File: config.mk
export PLATFORM = sky130hd
export DESIGN_NAME = shift_unit_pipe
export DESIGN_NICKNAME = d
export VERILOG_FILES = /design/src/rtl/shift_unit_pipe.sv
export SDC_FILE = /design/constraint.sdc
export NUM_CORES = 1
export LEC_CHECK = 0
export ABC_AREA = 1
export BUFFER_PORTS_ARGS = -buffer_cell sky130_fd_sc_hd__buf_2
export CORE_UTILIZATION = 40
export DETAILED_ROUTE_END_ITERATION = 6
export PLACE_DENSITY_LB_ADDON = 0.25
export SLEW_MARGIN = 20
export SYNTH_ARGS = -nofsm -noshare
export SYNTH_HDL_FRONTEND = slang
export SYNTH_SLANG_ARGS = --single-unit
File: constraint.sdc
create_clock -name clock -period 7.1 [get_ports clock]
set_input_delay 0 -clock clock [delete_from_list [all_inputs] [get_ports clock]]
set_output_delay 0 -clock clock [all_outputs]
set_load 0.005 [all_outputs]
File: src/rtl/shift_unit_pipe.sv
// shift_unit_pipe: pipelined barrel shifter (SLL/SRL/SRA/ROR), one shift-amount bit resolved per stage.
module shift_unit_pipe #(
  parameter int WIDTH   = 32,
  parameter int SHAMT_W = 5,
  parameter int TAG_W   = 5
) (
  input  logic               clock,
  input  logic               reset,
  input  logic               in_valid,
  output logic               in_ready,
  input  logic [WIDTH-1:0]   in_data,
  input  logic [SHAMT_W-1:0] in_shamt,
  input  logic [1:0]         in_mode,
  input  logic [TAG_W-1:0]   in_tag,
  output logic               out_valid,
  input  logic               out_ready,
  output logic [WIDTH-1:0]   out_data,
  output logic [TAG_W-1:0]   out_tag
);
  logic               advance;
  logic               v_q [SHAMT_W];
  logic               v_d [SHAMT_W];
  logic [WIDTH-1:0]   d_q [SHAMT_W];
  logic [WIDTH-1:0]   d_d [SHAMT_W];
  logic [SHAMT_W-1:0] s_q [SHAMT_W];
  logic [SHAMT_W-1:0] s_d [SHAMT_W];
  logic [1:0]         m_q [SHAMT_W];
  logic [1:0]         m_d [SHAMT_W];
  logic [TAG_W-1:0]   t_q [SHAMT_W];
  logic [TAG_W-1:0]   t_d [SHAMT_W];

  // SRA keeps the MSB in place, so the original sign is always the current MSB.
  function automatic logic [WIDTH-1:0] shift_stage(input logic [WIDTH-1:0] d, input logic [1:0] m,
                                                   input logic en, input int k);
    int s;
    logic [WIDTH-1:0] sra;
    s = en ? 1 << k : 0;
    sra = $signed(d) >>> s;
    return m == 2'b00 ? d << s : m == 2'b01 ? d >> s : m == 2'b10 ? sra : (d >> s) | (d << (WIDTH - s));
  endfunction

  assign advance   = !out_valid || out_ready;
  assign in_ready  = advance || reset;
  assign out_valid = v_q[SHAMT_W-1];
  assign out_data  = d_q[SHAMT_W-1];
  assign out_tag   = t_q[SHAMT_W-1];

  // Remaining shamt is shifted down each stage so bit 0 is always the one to resolve.
  always_comb begin
    v_d[0] = in_valid;
    d_d[0] = shift_stage(in_data, in_mode, in_shamt[0], 0);
    s_d[0] = in_shamt >> 1;
    m_d[0] = in_mode;
    t_d[0] = in_tag;
    for (int k = 1; k < SHAMT_W; k++) begin
      v_d[k] = v_q[k-1];
      d_d[k] = shift_stage(d_q[k-1], m_q[k-1], s_q[k-1][0], k);
      s_d[k] = s_q[k-1] >> 1;
      m_d[k] = m_q[k-1];
      t_d[k] = t_q[k-1];
    end
  end

  always_ff @(posedge clock) begin
    if (reset) begin
      for (int k = 0; k < SHAMT_W; k++) begin
        v_q[k] <= 1'b0;
        d_q[k] <= '0;
        s_q[k] <= '0;
        m_q[k] <= '0;
        t_q[k] <= '0;
      end
    end else if (advance) begin
      for (int k = 0; k < SHAMT_W; k++) begin
        v_q[k] <= v_d[k];
        d_q[k] <= d_d[k];
        s_q[k] <= s_d[k];
        m_q[k] <= m_d[k];
        t_q[k] <= t_d[k];
      end
    end
  end
endmodule

# Word-level counts from Yosys, hierarchy flattened
# Memory sizes are Yosys's and may differ from the RTL's.
# Index checks and enable logic that the tools add are counted.
# classes
addsub	5
n_mul	0
div	0
order_cmp	0
n_eq_ne	10
n_shift	20
n_mux	50
bitwise_logic	30
reduce_logical	8
# ops
op	n
32-bit 2-to-1 mux	20
32-bit OR	5
32-bit by 32-bit << shifter with 32-bit output	5
32-bit by 1-bit << shifter with 32-bit output	1
32-bit by 2-bit << shifter with 32-bit output	1
32-bit by 3-bit << shifter with 32-bit output	1
32-bit by 4-bit << shifter with 32-bit output	1
32-bit by 5-bit << shifter with 32-bit output	1
32-bit by 1-bit right shift with 32-bit output	1
32-bit by 2-bit right shift with 32-bit output	1
32-bit by 3-bit right shift with 32-bit output	1
32-bit by 4-bit right shift with 32-bit output	1
32-bit by 5-bit right shift with 32-bit output	1
32-bit by 1-bit >>> shifter with 32-bit output	1
32-bit by 2-bit >>> shifter with 32-bit output	1
32-bit by 3-bit >>> shifter with 32-bit output	1
32-bit by 4-bit >>> shifter with 32-bit output	1
32-bit by 5-bit >>> shifter with 32-bit output	1
5-bit 2-to-1 mux	6
1-bit OR	25
4-bit 2-to-1 mux	6
2-bit 2-to-1 mux	6
1-bit 2-to-1 mux	11
2-bit by 1-bit equality test with 1-bit output, second input constant	5
10 further kinds	19
# totals
regBits	0
latchBits	0
ram_bits	220
rom_bits	0
inputBits	48
word_cells	128
n_memories	5
# mem_list
memory	depth	word_bits	read_ports	rd_clocked_by_memory_dff	write_ports	line_no	source
d_q	5	32	5	0	5	23	logic [WIDTH-1:0] d_q [SHAMT_W];
t_q	5	5	5	0	5	29	logic [TAG_W-1:0] t_q [SHAMT_W];
s_q	5	4	4	0	5	25	logic [SHAMT_W-1:0] s_q [SHAMT_W];
m_q	5	2	4	0	5	27	logic [1:0] m_q [SHAMT_W];
v_q	5	1	5	0	5	21	logic v_q [SHAMT_W];

# Longest topological paths before layout
# An unclocked memory read counts as a cell.
# depth
ltp_word	9
depth_mapped	8
mapped_depth_nobuf	6

# Least setup slack after synthesis
# OpenSTA, ideal clock, no wires.
# synth_path
path_type	register to register
startpoint	mem v_q[4][0], in the netlist v_q[0][4]
endpoint	mem d_q[0][0] (enable)
arrival_ns	5.072
required_time_ns	4.933
setup_slack_ns	-0.139
path_stages_with_launch	2
path_buffers	0
period_less_slack_ns	7.239
cell_sequence	edfxtp_1 -> nand3_1
# synth_rtl
element	line_no
start: declaration	21
end: declaration	23

==> results.yml <==
route:
  drt-total-wl_um: 22000
  drt-initial-drc-count: 665
  drcViolationCount: 0
  vias: 8760
  vias_per_cell: 4.64
  wl_per_cell_um: 11.7
  antenna_left: 0
  dr.pass1.iters: 5
yosys:
  yosysWarnings: 0
  synthesis.area_um2: 11600
  seq_area_frac_synth: 0.540
  synthTopCellsByArea: "edfxtp_1 (54%), nand2_1 (16%), inv_1 (8.2%)"
  synth.avg_cell_area_um2: 8.07
  syn-instance-count: 1432
  syn_nets: 1480
  synth_top_area_share: 0.540
  synth_top_area_cell: "edfxtp_1"
  ys_types: 20
  ys_seq_elements: 208
floorplan:
  coreArea_um2: 28100
  die_w_um: 172
  row_count: 61
  dieHeight_um: 172
  ios: 87
  initial_utilization: 0.412
  dieArea_um2: 29600
cts:
  worstSkewPairLatency_ps: 510
  clk_pin_slew_worst_paths_ps: 60
  cts_root_buf: "clkbuf_16"
  max-clock-path-buffers: 3
  cts_sinks: 208
  cts_buffers: 23
  htree_levels: 1
  cts_tree: "done"
  cts_resized: 0
timing:
  relSlewSlack: 0.280
  slew_viol_final: 0
  hold_viol: 0
  fmax_mhz: 277
  rsz0062_at_grt: "false"
  finalCritPeriodShare: 0.509
  fin_setup_tns_ps: 0
  worstMarginPinSlew_ps: 1080
  layout_setup_ws_ps: 3490
  period_needed_ps: 3610
  setup_viol_count_final: 0
  fin_skew_ps: 15.9
  whs_ps: 285
power_and_ir_drop:
  ir_drop_mv: 0.188
  power_frac_comb: 0.097
  clkPwrFrac: 0.398
  pwr-share-seq: 0.505
  power_leakage_uw: 0.00655
  power.internal_uw: 2220
  switchingPower_uw: 657
  powerDensity_nw_per_um2: 217
  netSwitchingFraction: 0.228
place:
  placedInstanceArea_um2: 12000
  detailedPlacementHpwl_um: 14300
  dp_slack_ps: 4020
  io_buffers: 86
  routabilityCongestion: 0.829
worst_setup_path:
  r2r_cells: 6
  crit_type: "reg -> reg"
  worstPathArrival_ps: 3980
  required_ps: 7470
  crit_path_start_kind: "flip-flop"
  crit_path_end_kind: "flip-flop"
  path_max_fanout: 99
run:
  max-cap-violations: 0
global_routing:
  antenna_found_initial: 0
  overflow: 0
  grt_max_degree: 210
  grt_pass1_vias: 8086
  grt_use_total: 0.156
  grt_first_pass_wirelength_um: 38000
layout:
  antenna_cells: 0
  stdcell_area_um2: 13200
  layout.nets: 1543
  drive_gt1_frac: 0.0928
  area_growth_pct: 14.4
worst_hold_path:
  min_path_type: "in -> reg"
  hold_depth: 4
run_status:
  status: "finished, final reports clean"
-- path summary, 6_finish.rpt --
kind | start | end | slack (ps)
max | v_q[0][4] | d_q[0][2] | 3490
min | in_shamt[0] | d_q[0][31] | 290
max reg2reg | v_q[0][4] | d_q[0][2] | 3490
min reg2reg | t_q[0][13] | t_q[0][18] | 540
-- layer usage --
layer	global-route usage	wire length [um]	vias to the layer above
met3	0.0238	836	32
met2	0.279	10900	175
met1	0.195	9890	3936
met4	0.0389	375	0
met5	0	0	-
li1	-	-	4617
-- state kept, by name, summed over array words and instances (netlist names) --
name / cells
s_q: 10
m_q: 8
d_q: 160
t_q: 25
v_q: 5
-- power by group through the flow --
stage / logic, uW / clock network [uW] / registers (uW)
floorplan: 205 / 0 / 1460
global placement: 254 / 0 / 1480
detailed placement: 255 / 0 / 1480
CTS: 281 / 1180 / 1450
global route: 323 / 1220 / 1460
finish: 280 / 1140 / 1450
-- through the flow --
stage                     power (uW)  instances  utilization
after floorplan                 1670       1432            -
after global placement          1730       1794        0.426
after detailed placement        1730       1794        0.426
after CTS                       2910       1886        0.470
after global routing            3010       1887        0.471
final                           2880       1887        0.471
-- cells by family after synthesis --
kind of cell,Yosys count,share of synthesized area
flip-flops,208,0.540
AND/OR/NAND/NOR,711,0.242
AO/OA/AOI/OAI,143,0.0805
buffers and inverters,370,0.137
-- cell type report --
class	instances	area (um^2)
sequential	208	6250
clock buffer	26	587
inverter	258	970
tap	378	473
fill	2750	14900
multi-input combinational	854	3750
timing repair buffer	150	1070
clock inverter	13	136
-- layout by cell type (no fill, tap or decap), drive strengths merged, types with 5 or more instances in the layout --
master	Yosys	routed
nand3	81	81
nand4	7	7
nor2	130	130
inv	258	257
buf	87	97
edfxtp	208	208
clkinv	0	10
dlygate4sd3	0	53
nand2	493	493
a21oi	55	55
o211ai	79	79
o21ai	5	5
clkbuf	25	26
-- worst max-delay path, cell delays in order, from the launching register on --
cell           delay, ps
edfxtp_1             480
a21oi_4              170
buf_4                780
clkinv_2             570
buf_4                520
a31oi_1              260
dlygate4sd3_1        560
-- synth_stat cells --
| cell type | n |
|---|---|
| clkbuf_2 | 1 |
| nand2_2 | 2 |
| a31oi_1 | 3 |
| nand3_1 | 81 |
| nor2_1 | 128 |
| nand4_1 | 7 |
| o21ai_0 | 5 |
| a21boi_0 | 1 |
| buf_1 | 1 |
| inv_1 | 254 |
| edfxtp_1 | 208 |
| buf_4 | 36 |
| nand2_1 | 491 |
| buf_2 | 50 |
| o211ai_1 | 79 |
| nor2_2 | 2 |
| clkbuf_1 | 24 |
| inv_2 | 4 |
| a21oi_4 | 1 |
| a21oi_1 | 54 |
-- timing repair --
item,CTS,global route
setup buffers,0,0
endpoints found under the setup margin,0,0
hold endpoints to repair,44,0
hold buffers,53,0
(Power assumes the default switching activity.)
